## config.mk

```make
export PLATFORM = sky130hd
export DESIGN_NAME = prog_counter
export DESIGN_NICKNAME = d
export VERILOG_FILES = /design/src/rtl/prog_pkg.sv /design/src/rtl/prog_counter.sv
export SDC_FILE = /design/constraint.sdc
export NUM_CORES = 1
export LEC_CHECK = 0
export BUFFER_PORTS_ARGS = -buffer_cell sky130_fd_sc_hd__buf_4
export CORE_MARGIN = 2
export CORE_UTILIZATION = 50
export CTS_CLUSTER_SIZE = 10
export DETAILED_ROUTE_END_ITERATION = 8
export PLACE_DENSITY = 0.82
export SLEW_MARGIN = 20
export SYNTH_ARGS = -nofsm -noshare
export SYNTH_HDL_FRONTEND = slang
export SYNTH_SLANG_ARGS = --single-unit
```

## constraint.sdc

```tcl
create_clock -name i_clk -period 5 [get_ports i_clk]
set_clock_uncertainty 0.05 [all_clocks]
set_input_delay 0.75 -clock i_clk [delete_from_list [all_inputs] [get_ports i_clk]]
set_output_delay 0.75 -clock i_clk [all_outputs]
set_load 0.01 [all_outputs]
```

## src/rtl/prog_pkg.sv

```systemverilog
// Shared types, default parameters and start-address lookup for the program counter.
package prog_pkg;

  typedef enum logic [1:0] {
    ST_IDLE = 2'd0,
    ST_HOLD = 2'd1,
    ST_RUN  = 2'd2,
    ST_DONE = 2'd3
  } pc_state_t;

  localparam int unsigned DEFAULT_PC_W   = 10;
  localparam int unsigned DEFAULT_OFF_W  = 8;
  localparam int unsigned DEFAULT_START1 = 0;
  localparam int unsigned DEFAULT_START2 = 64;
  localparam int unsigned DEFAULT_START3 = 128;

  // Map program select to its start address; select 0 is statemach wrap-around.
  function automatic int unsigned start_addr(
    input logic [1:0]  prog_state,
    input int unsigned s1,
    input int unsigned s2,
    input int unsigned s3
  );
    int unsigned addr;
    case (prog_state)
      2'd1:    addr = s1;
      2'd2:    addr = s2;
      2'd3:    addr = s3;
      default: addr = 0;
    endcase
    return addr;
  endfunction

endpackage

```

## src/rtl/prog_counter.sv

```systemverilog
// Program counter: holds during init, restarts at the selected program's start
// address on init fall, then steps/branches/stalls until halt.
module prog_counter
  import prog_pkg::*;
#(
  parameter int unsigned PC_W   = DEFAULT_PC_W,
  parameter int unsigned OFF_W  = DEFAULT_OFF_W,
  parameter int unsigned START1 = DEFAULT_START1,
  parameter int unsigned START2 = DEFAULT_START2,
  parameter int unsigned START3 = DEFAULT_START3
) (
  input  logic              i_clk,
  input  logic              i_rst_n,
  input  logic              i_init,
  input  logic [1:0]        i_prog_state,
  input  logic              i_stall,
  input  logic              i_branch_taken,
  input  logic [OFF_W-1:0]  i_branch_offset,
  input  logic              i_halt,
  output logic [PC_W-1:0]   o_pc,
  output logic              o_running,
  output logic              o_done,
  output logic [1:0]        o_prog_id
);

  pc_state_t       r_state;
  pc_state_t       w_state_nxt;
  logic            r_init_q;
  logic            w_fall;
  logic [PC_W-1:0] r_pc;
  logic [PC_W-1:0] w_pc_nxt;
  logic [PC_W-1:0] w_off_ext;
  logic [1:0]      r_prog_id;
  logic [1:0]      w_prog_id_nxt;

  assign w_fall    = r_init_q & ~i_init;
  assign w_off_ext = PC_W'($signed(i_branch_offset));

  // State, pc, program id and init history registers with synchronous reset.
  always_ff @(posedge i_clk) begin
    if (!i_rst_n) begin
      r_state   <= ST_IDLE;
      r_pc      <= '0;
      r_prog_id <= '0;
      r_init_q  <= 1'b0;
    end else begin
      r_state   <= w_state_nxt;
      r_pc      <= w_pc_nxt;
      r_prog_id <= w_prog_id_nxt;
      r_init_q  <= i_init;
    end
  end

  // Next state and next pc; init overrides everything, halt > stall > branch > step in RUN.
  always_comb begin
    w_state_nxt   = r_state;
    w_pc_nxt      = r_pc;
    w_prog_id_nxt = r_prog_id;
    if (i_init) begin
      w_state_nxt = ST_HOLD;
    end else begin
      case (r_state)
        ST_HOLD: begin
          if (w_fall) begin
            w_state_nxt   = ST_RUN;
            w_pc_nxt      = PC_W'(start_addr(i_prog_state, START1, START2, START3));
            w_prog_id_nxt = i_prog_state;
          end
        end
        ST_RUN: begin
          if (i_halt) begin
            w_state_nxt = ST_DONE;
          end else if (i_stall) begin
            w_pc_nxt = r_pc;
          end else if (i_branch_taken) begin
            w_pc_nxt = r_pc + w_off_ext;
          end else begin
            w_pc_nxt = r_pc + PC_W'(1);
          end
        end
        default: begin
          w_state_nxt = r_state;
        end
      endcase
    end
  end

  // Status outputs decoded from the state register only.
  always_comb begin
    o_running = 1'b0;
    o_done    = 1'b0;
    case (r_state)
      ST_RUN:  o_running = 1'b1;
      ST_DONE: o_done    = 1'b1;
      default: begin
        o_running = 1'b0;
        o_done    = 1'b0;
      end
    endcase
  end

  assign o_pc      = r_pc;
  assign o_prog_id = r_prog_id;

endmodule

```

### After elaboration in Yosys (flattened, before gate mapping)

Index checks and enable logic that the tools add are counted.

| word-level totals | value |
|---|---|
| flip-flop bits (word level) | 15 |
| output and inout bits | 14 |
| logic and storage cells | 40 |

| cells by class | value |
|---|---|
| add/subtract/negate cells | 2 |
| eq/ne operators | 11 |
| multiplexer cells | 12 |
| bitwise gates (word level) | 3 |
| reductions and logical operators | 7 |

Operator list:

| operator | count |
|---|---|
| $mux 10 | 4 |
| $pmux 10 s2 | 1 |
| $pmux 8 s2 | 1 |
| $add 10x1->10 const B | 1 |
| $add 10x10->10 | 1 |
| $reduce_and 3->1 | 3 |
| $eq 2x2->1 const B | 4 |
| $ne 2x2->1 const B | 4 |
| $ne 3x3->1 const B | 2 |
| $reduce_and 5->1 | 1 |
| $mux 2 | 2 |
| $pmux 2 s2 | 1 |
| $mux 1 | 3 |
| $reduce_bool 3->1 | 1 |
| $eq 2x1->1 const B | 1 |
| $not 1->1 | 2 |
| $reduce_bool 2->1 | 1 |
| $reduce_or 2->1 | 1 |
| $and 1x1->1 | 1 |

### Longest topological paths before layout

| depth | value |
|---|---|
| word-level depth | 5 |
| depth in mapped cells | 10 |
| depth with buffers taken out | 10 |

### Worst setup path before layout

OpenSTA, ideal clock, no wires.

| path | value |
|---|---|
| kind | input port to flip-flop |
| from | input port i_branch_offset[0] |
| to | register r_pc[6] (netlist: o_pc[6]) |
| arrival | 2237 ps |
| required time | 4821 ps |
| setup slack | 2585 ps |
| stages on the path | 10 |
| cell sequence | nand2b_1 -> ha_1 -> inv_1 -> fa_1 -> nor2b_1 -> o21a_1 -> o21ai_2 -> mux2_1 -> o21ai_1 -> a31oi_1 |

| between the ends | value |
|---|---|
| word-level cells in the longest chain between the ends | 5 |

Ends and longest elaborated chain:

| element | RTL line | source |
|---|---|---|
| start: declaration | prog_counter.sv:18 | `input logic [OFF_W-1:0] i_branch_offset,` |
| $add 10x10->10 | prog_counter.sv:76 | `w_pc_nxt = r_pc + w_off_ext;` |
| $mux 10 | prog_counter.sv:75 | `end else if (i_branch_taken) begin` |
| $mux 10 | prog_counter.sv:73 | `end else if (i_stall) begin` |
| $mux 10 | prog_counter.sv:71 | `if (i_halt) begin` |
| $pmux 10 s2 | prog_counter.sv:62 | `case (r_state)` |
| end signal: assignment | prog_counter.sv:48 | `r_pc <= w_pc_nxt;` |
| end: declaration | prog_counter.sv:30 | `logic [PC_W-1:0] r_pc;` |

Every way passes these cells. The select of a mux whose other input is x is not followed.
A chain may end at the register's enable or synchronous reset.

### Worst setup path after layout

| path | value |
|---|---|
| from | input port i_branch_taken |
| to | register r_pc[6] (netlist: o_pc[6]) |

| between the ends | value |
|---|---|
| word-level cells in the longest chain between the ends | 4 |

Ends and longest elaborated chain:

| element | RTL line | source |
|---|---|---|
| start: declaration | prog_counter.sv:17 | `input logic i_branch_taken,` |
| $mux 10 | prog_counter.sv:75 |  |
| $mux 10 | prog_counter.sv:73 |  |
| $mux 10 | prog_counter.sv:71 |  |
| $pmux 10 s2 | prog_counter.sv:62 |  |

Every way passes these cells. The select of a mux whose other input is x is not followed.

==> impl_summary.md <==
GRT
In the global route stage, overall resource usage came out at 0.2165. The global-route wire length before repair is 4.222 mm. For this run the aggregate overflow at the end of global routing stands at 0.

The number of antenna violations at the first check in global routing is 0. The number of global-route vias before repair is 984. The maximum number of pins on one net before global-route repair is 20.

Critical path
The minimum setup slack among reg-to-reg paths is 2.93 ns. The kind of start point of the critical path is a primary input. The critical path is of the in -> reg type.

The depth of the worst register-to-register path is 9. The endpoint of the lowest-slack register-to-register path is o_pc[6]. STA puts the critical path data required time at 5.13 ns. Along the worst path, the maximum fanout reaches 8. In this run the critical register-to-register path is launched from o_pc[0]. In this run the worst setup path begins at i_branch_taken. The endpoint kind of the worst setup timing path is a flip-flop. The arrival time at the worst endpoint is 2.50 ns. The critical path ends at o_pc[6].

STA
The worst max-slew margin expressed relative to the limit is 0.6824. The post-route fraction of the period consumed by the critical path is 0.4736. The minimum clock period after layout is 2.368 ns. Setup repair after global routing left no endpoint under its margin.

The total count of max-transition violations in the final report is 0. The hold violation count in the final report is 0. The slew at the pin with the worst max-slew slack is 0.4750 ns. The post-route setup TNS is 0 ns.

Timing would allow up to 0.4223 GHz. Hold timing on the final database bottoms out at a slack of 0.4396 ns. The total setup violations reported at the end of the flow is 0.

Synthesis
In the synthesized netlist the dominant register cell turns out to be sky130_fd_sc_hd__dfxtp_1. Summing every instance area after synthesis gives 0.001106 mm^2. The number of instances in the synthesized netlist is 133. The mean instance size in the synthesized netlist is 8.316 um^2. Of the synthesized area, sequential elements account for 0.2715. Counting flops and latches in the post-synthesis netlist gives 15. The count of cell types in the netlist is 39. The total number of yosys warnings is 0. Of all flip-flops after synthesis, the portion carrying an async set or reset was 0. The number of enable-type register cells in the synthesized netlist is 0. The number of nets produced by synthesis is 159.

Hold path
The worst hold path startpoint is o_pc[4]. The min-delay analysis places its worst path in the category reg -> reg. The cell depth of the worst min-delay path is 2.

Die
The number of top-level design ports is 30. The core outline area is 0.002148 mm^2. The full die area is 0.002605 mm^2. The floorplan has 17 rows. The die extent in x is 51.04 um. The overall die height is 51.04 um. The effective utilization at floorplan is 0.5149.

Layout
Fill cells in the final layout number 203. The number of antenna diodes in the final layout is 0. The ratio of cells with drive above 1 in the final layout is 0.2454. The library cells used most frequently in the layout, excluding fill and tap cells, are sky130_fd_sc_hd__buf_4, sky130_fd_sc_hd__dfxtp_1, sky130_fd_sc_hd__and2_1, sky130_fd_sc_hd__a21oi_1, sky130_fd_sc_hd__ha_1.

The net count reported at finish is 190. The synthesis-to-finish area growth is 24.10%. The cell area after layout is 0.001373 mm^2.

The leading cell type in the layout, fill and taps excluded is sky130_fd_sc_hd__buf_4.

Placed design
At the end of routability-driven placement, the weighted congestion stood at 0.9245. The placed instance area is 0.001346 mm^2. In this run the tool buffered the top-level ports with 29 buffer cells.

Summed over all nets, the half-perimeter wirelength after detailed placement is 2.067 mm.

Clock network
The clock drives 15 sinks. The level count of the clock H-tree is 1. The clock tree root buffer cell is sky130_fd_sc_hd__clkbuf_4.

The clock tree from TritonCTS is yes. Once the clock tree was built, the resizer swapped 0 gates to a different size. The number of buffers created by CTS is 3. After clock tree synthesis, the clock-pin slew on the worst setup and hold paths is 0.10 ns. Buffers inserted to repair hold after CTS numbered 0. The worst-case clock buffer depth is 2.

The buffer count from post-CTS setup fixing is 0. The clock latency on the worst-skew pair is 0.29 ns.

Detailed routing
The detail-routed via count per cell is 5.702. The average wire per cell in the routed design is 13.87 um. Across all layers, the routed design uses 1089 vias. Wires add up to 2.649 mm. The number of violations reported at the end of detailed-routing iteration 0 is 19. The antenna violation net count after detailed routing is 0. For this run, the detailed router's first-pass iteration total came to 4. After detailed routing, the number of remaining DRC violations is 0.

Power and ir drop
In this run the power density over the cells is 171.8 mW/mm^2. Summed over all cells, the static leakage comes to 0.6334 nW. The largest voltage drop on the vdd net is 208.4 uV.

Job
Max-cap violations in this run came to 0.

Outcome
The run finished with clean final reports.
-- worst min path at each step --
stage               to  slack (ns)
2_1_floorplan  o_pc[9]        0.45
3_3_place_gp   o_pc[9]        0.42
3_5_place_dp   o_pc[4]        0.43
4_1_cts        o_pc[4]        0.44
5_1_grt        o_pc[4]        0.46
6_report       o_pc[4]        0.44
-- worst max-delay path, stage by stage --
cell                       delay (ns)
sky130_fd_sc_hd__buf_4           0.14
sky130_fd_sc_hd__nand2b_1        0.07
sky130_fd_sc_hd__ha_1            0.16
sky130_fd_sc_hd__inv_1           0.06
sky130_fd_sc_hd__fa_1            0.38
sky130_fd_sc_hd__nor2b_1         0.18
sky130_fd_sc_hd__o21a_1          0.16
sky130_fd_sc_hd__o21ai_2         0.08
sky130_fd_sc_hd__mux2_1          0.31
sky130_fd_sc_hd__o21ai_1         0.13
sky130_fd_sc_hd__a31oi_1         0.08
-- stage by stage --
| step | power [W] | instances | setup WS [ns] | utilization |
|---|---|---|---|---|
| finish | 0.0002358 | 191 | 2.632 | 0.6389 |
| global placement | 0.0001644 | 187 | 2.403 | 0.6267 |
| detailed placement | 0.0001662 | 187 | 2.311 | 0.6267 |
| CTS | 0.0002375 | 191 | 2.630 | 0.6389 |
| floorplan | 0.0001483 | 133 | 2.585 | - |
| global route | 0.0002480 | 191 | 2.493 | 0.6389 |
-- registers in the layout (all words and copies together) (netlist names) --
register,count
r_state,2
r_init_q,1
o_prog_id,2
o_pc,10
-- synth_stat cells (4+ instances only) --
cell type                  number  area [um^2]
sky130_fd_sc_hd__and2_1        10        62.56
sky130_fd_sc_hd__nand3_1        8        40.04
sky130_fd_sc_hd__dfxtp_1       15        300.3
sky130_fd_sc_hd__mux2i_1        5        50.05
sky130_fd_sc_hd__nand2b_1       4        25.02
sky130_fd_sc_hd__o21ai_0        7        35.03
sky130_fd_sc_hd__ha_1           9        112.6
sky130_fd_sc_hd__nor2_1         4        15.01
sky130_fd_sc_hd__nor2b_1        7        43.79
sky130_fd_sc_hd__inv_1          5        18.77
sky130_fd_sc_hd__a21oi_1       10        50.05
sky130_fd_sc_hd__nand2_1        7        26.28
-- cell type report --
class / count / area [um^2] / area share
multi-input cells: 109 / 770.7 / 0.5615
flip-flops and latches: 15 / 300.3 / 0.2188
repair buffers: 29 / 217.7 / 0.1586
well taps: 28 / 35.03 / 0.02552
clock buffers: 4 / 26.28 / 0.01914
inverters: 6 / 22.52 / 0.01641
-- power by group --
part	leakage (nW)	total (W)	switching (W)	internal [W]
combinational	0.497	0.0000405	0.0000197	0.0000207
sequential	0.122	0.000123	0.00000187	0.000121
clock	0.0150	0.0000721	0.0000411	0.0000310
total	0.633	0.000236	0.0000627	0.000173
-- kinds of logic (layout without fill, tap and decap cells) --
group           count (synthesis)  after routing  synth area share
compound gates                 34             34            0.1866
mux                             6              6           0.05543
simple gates                   57             57            0.3190
flops                          15             15            0.2715
xor+xnor                        2              2           0.01584
fa+ha+maj                      10             10            0.1199
buf+inv                         9             39           0.03167
-- routing by layer --
metal,global-route usage,part of all wire
met5,0,0
met3,0.06725,0.059
met4,0.06306,0.011
met2,0.3788,0.50
met1,0.2514,0.43
No activity file was read; power rests on OpenSTA's default activity.
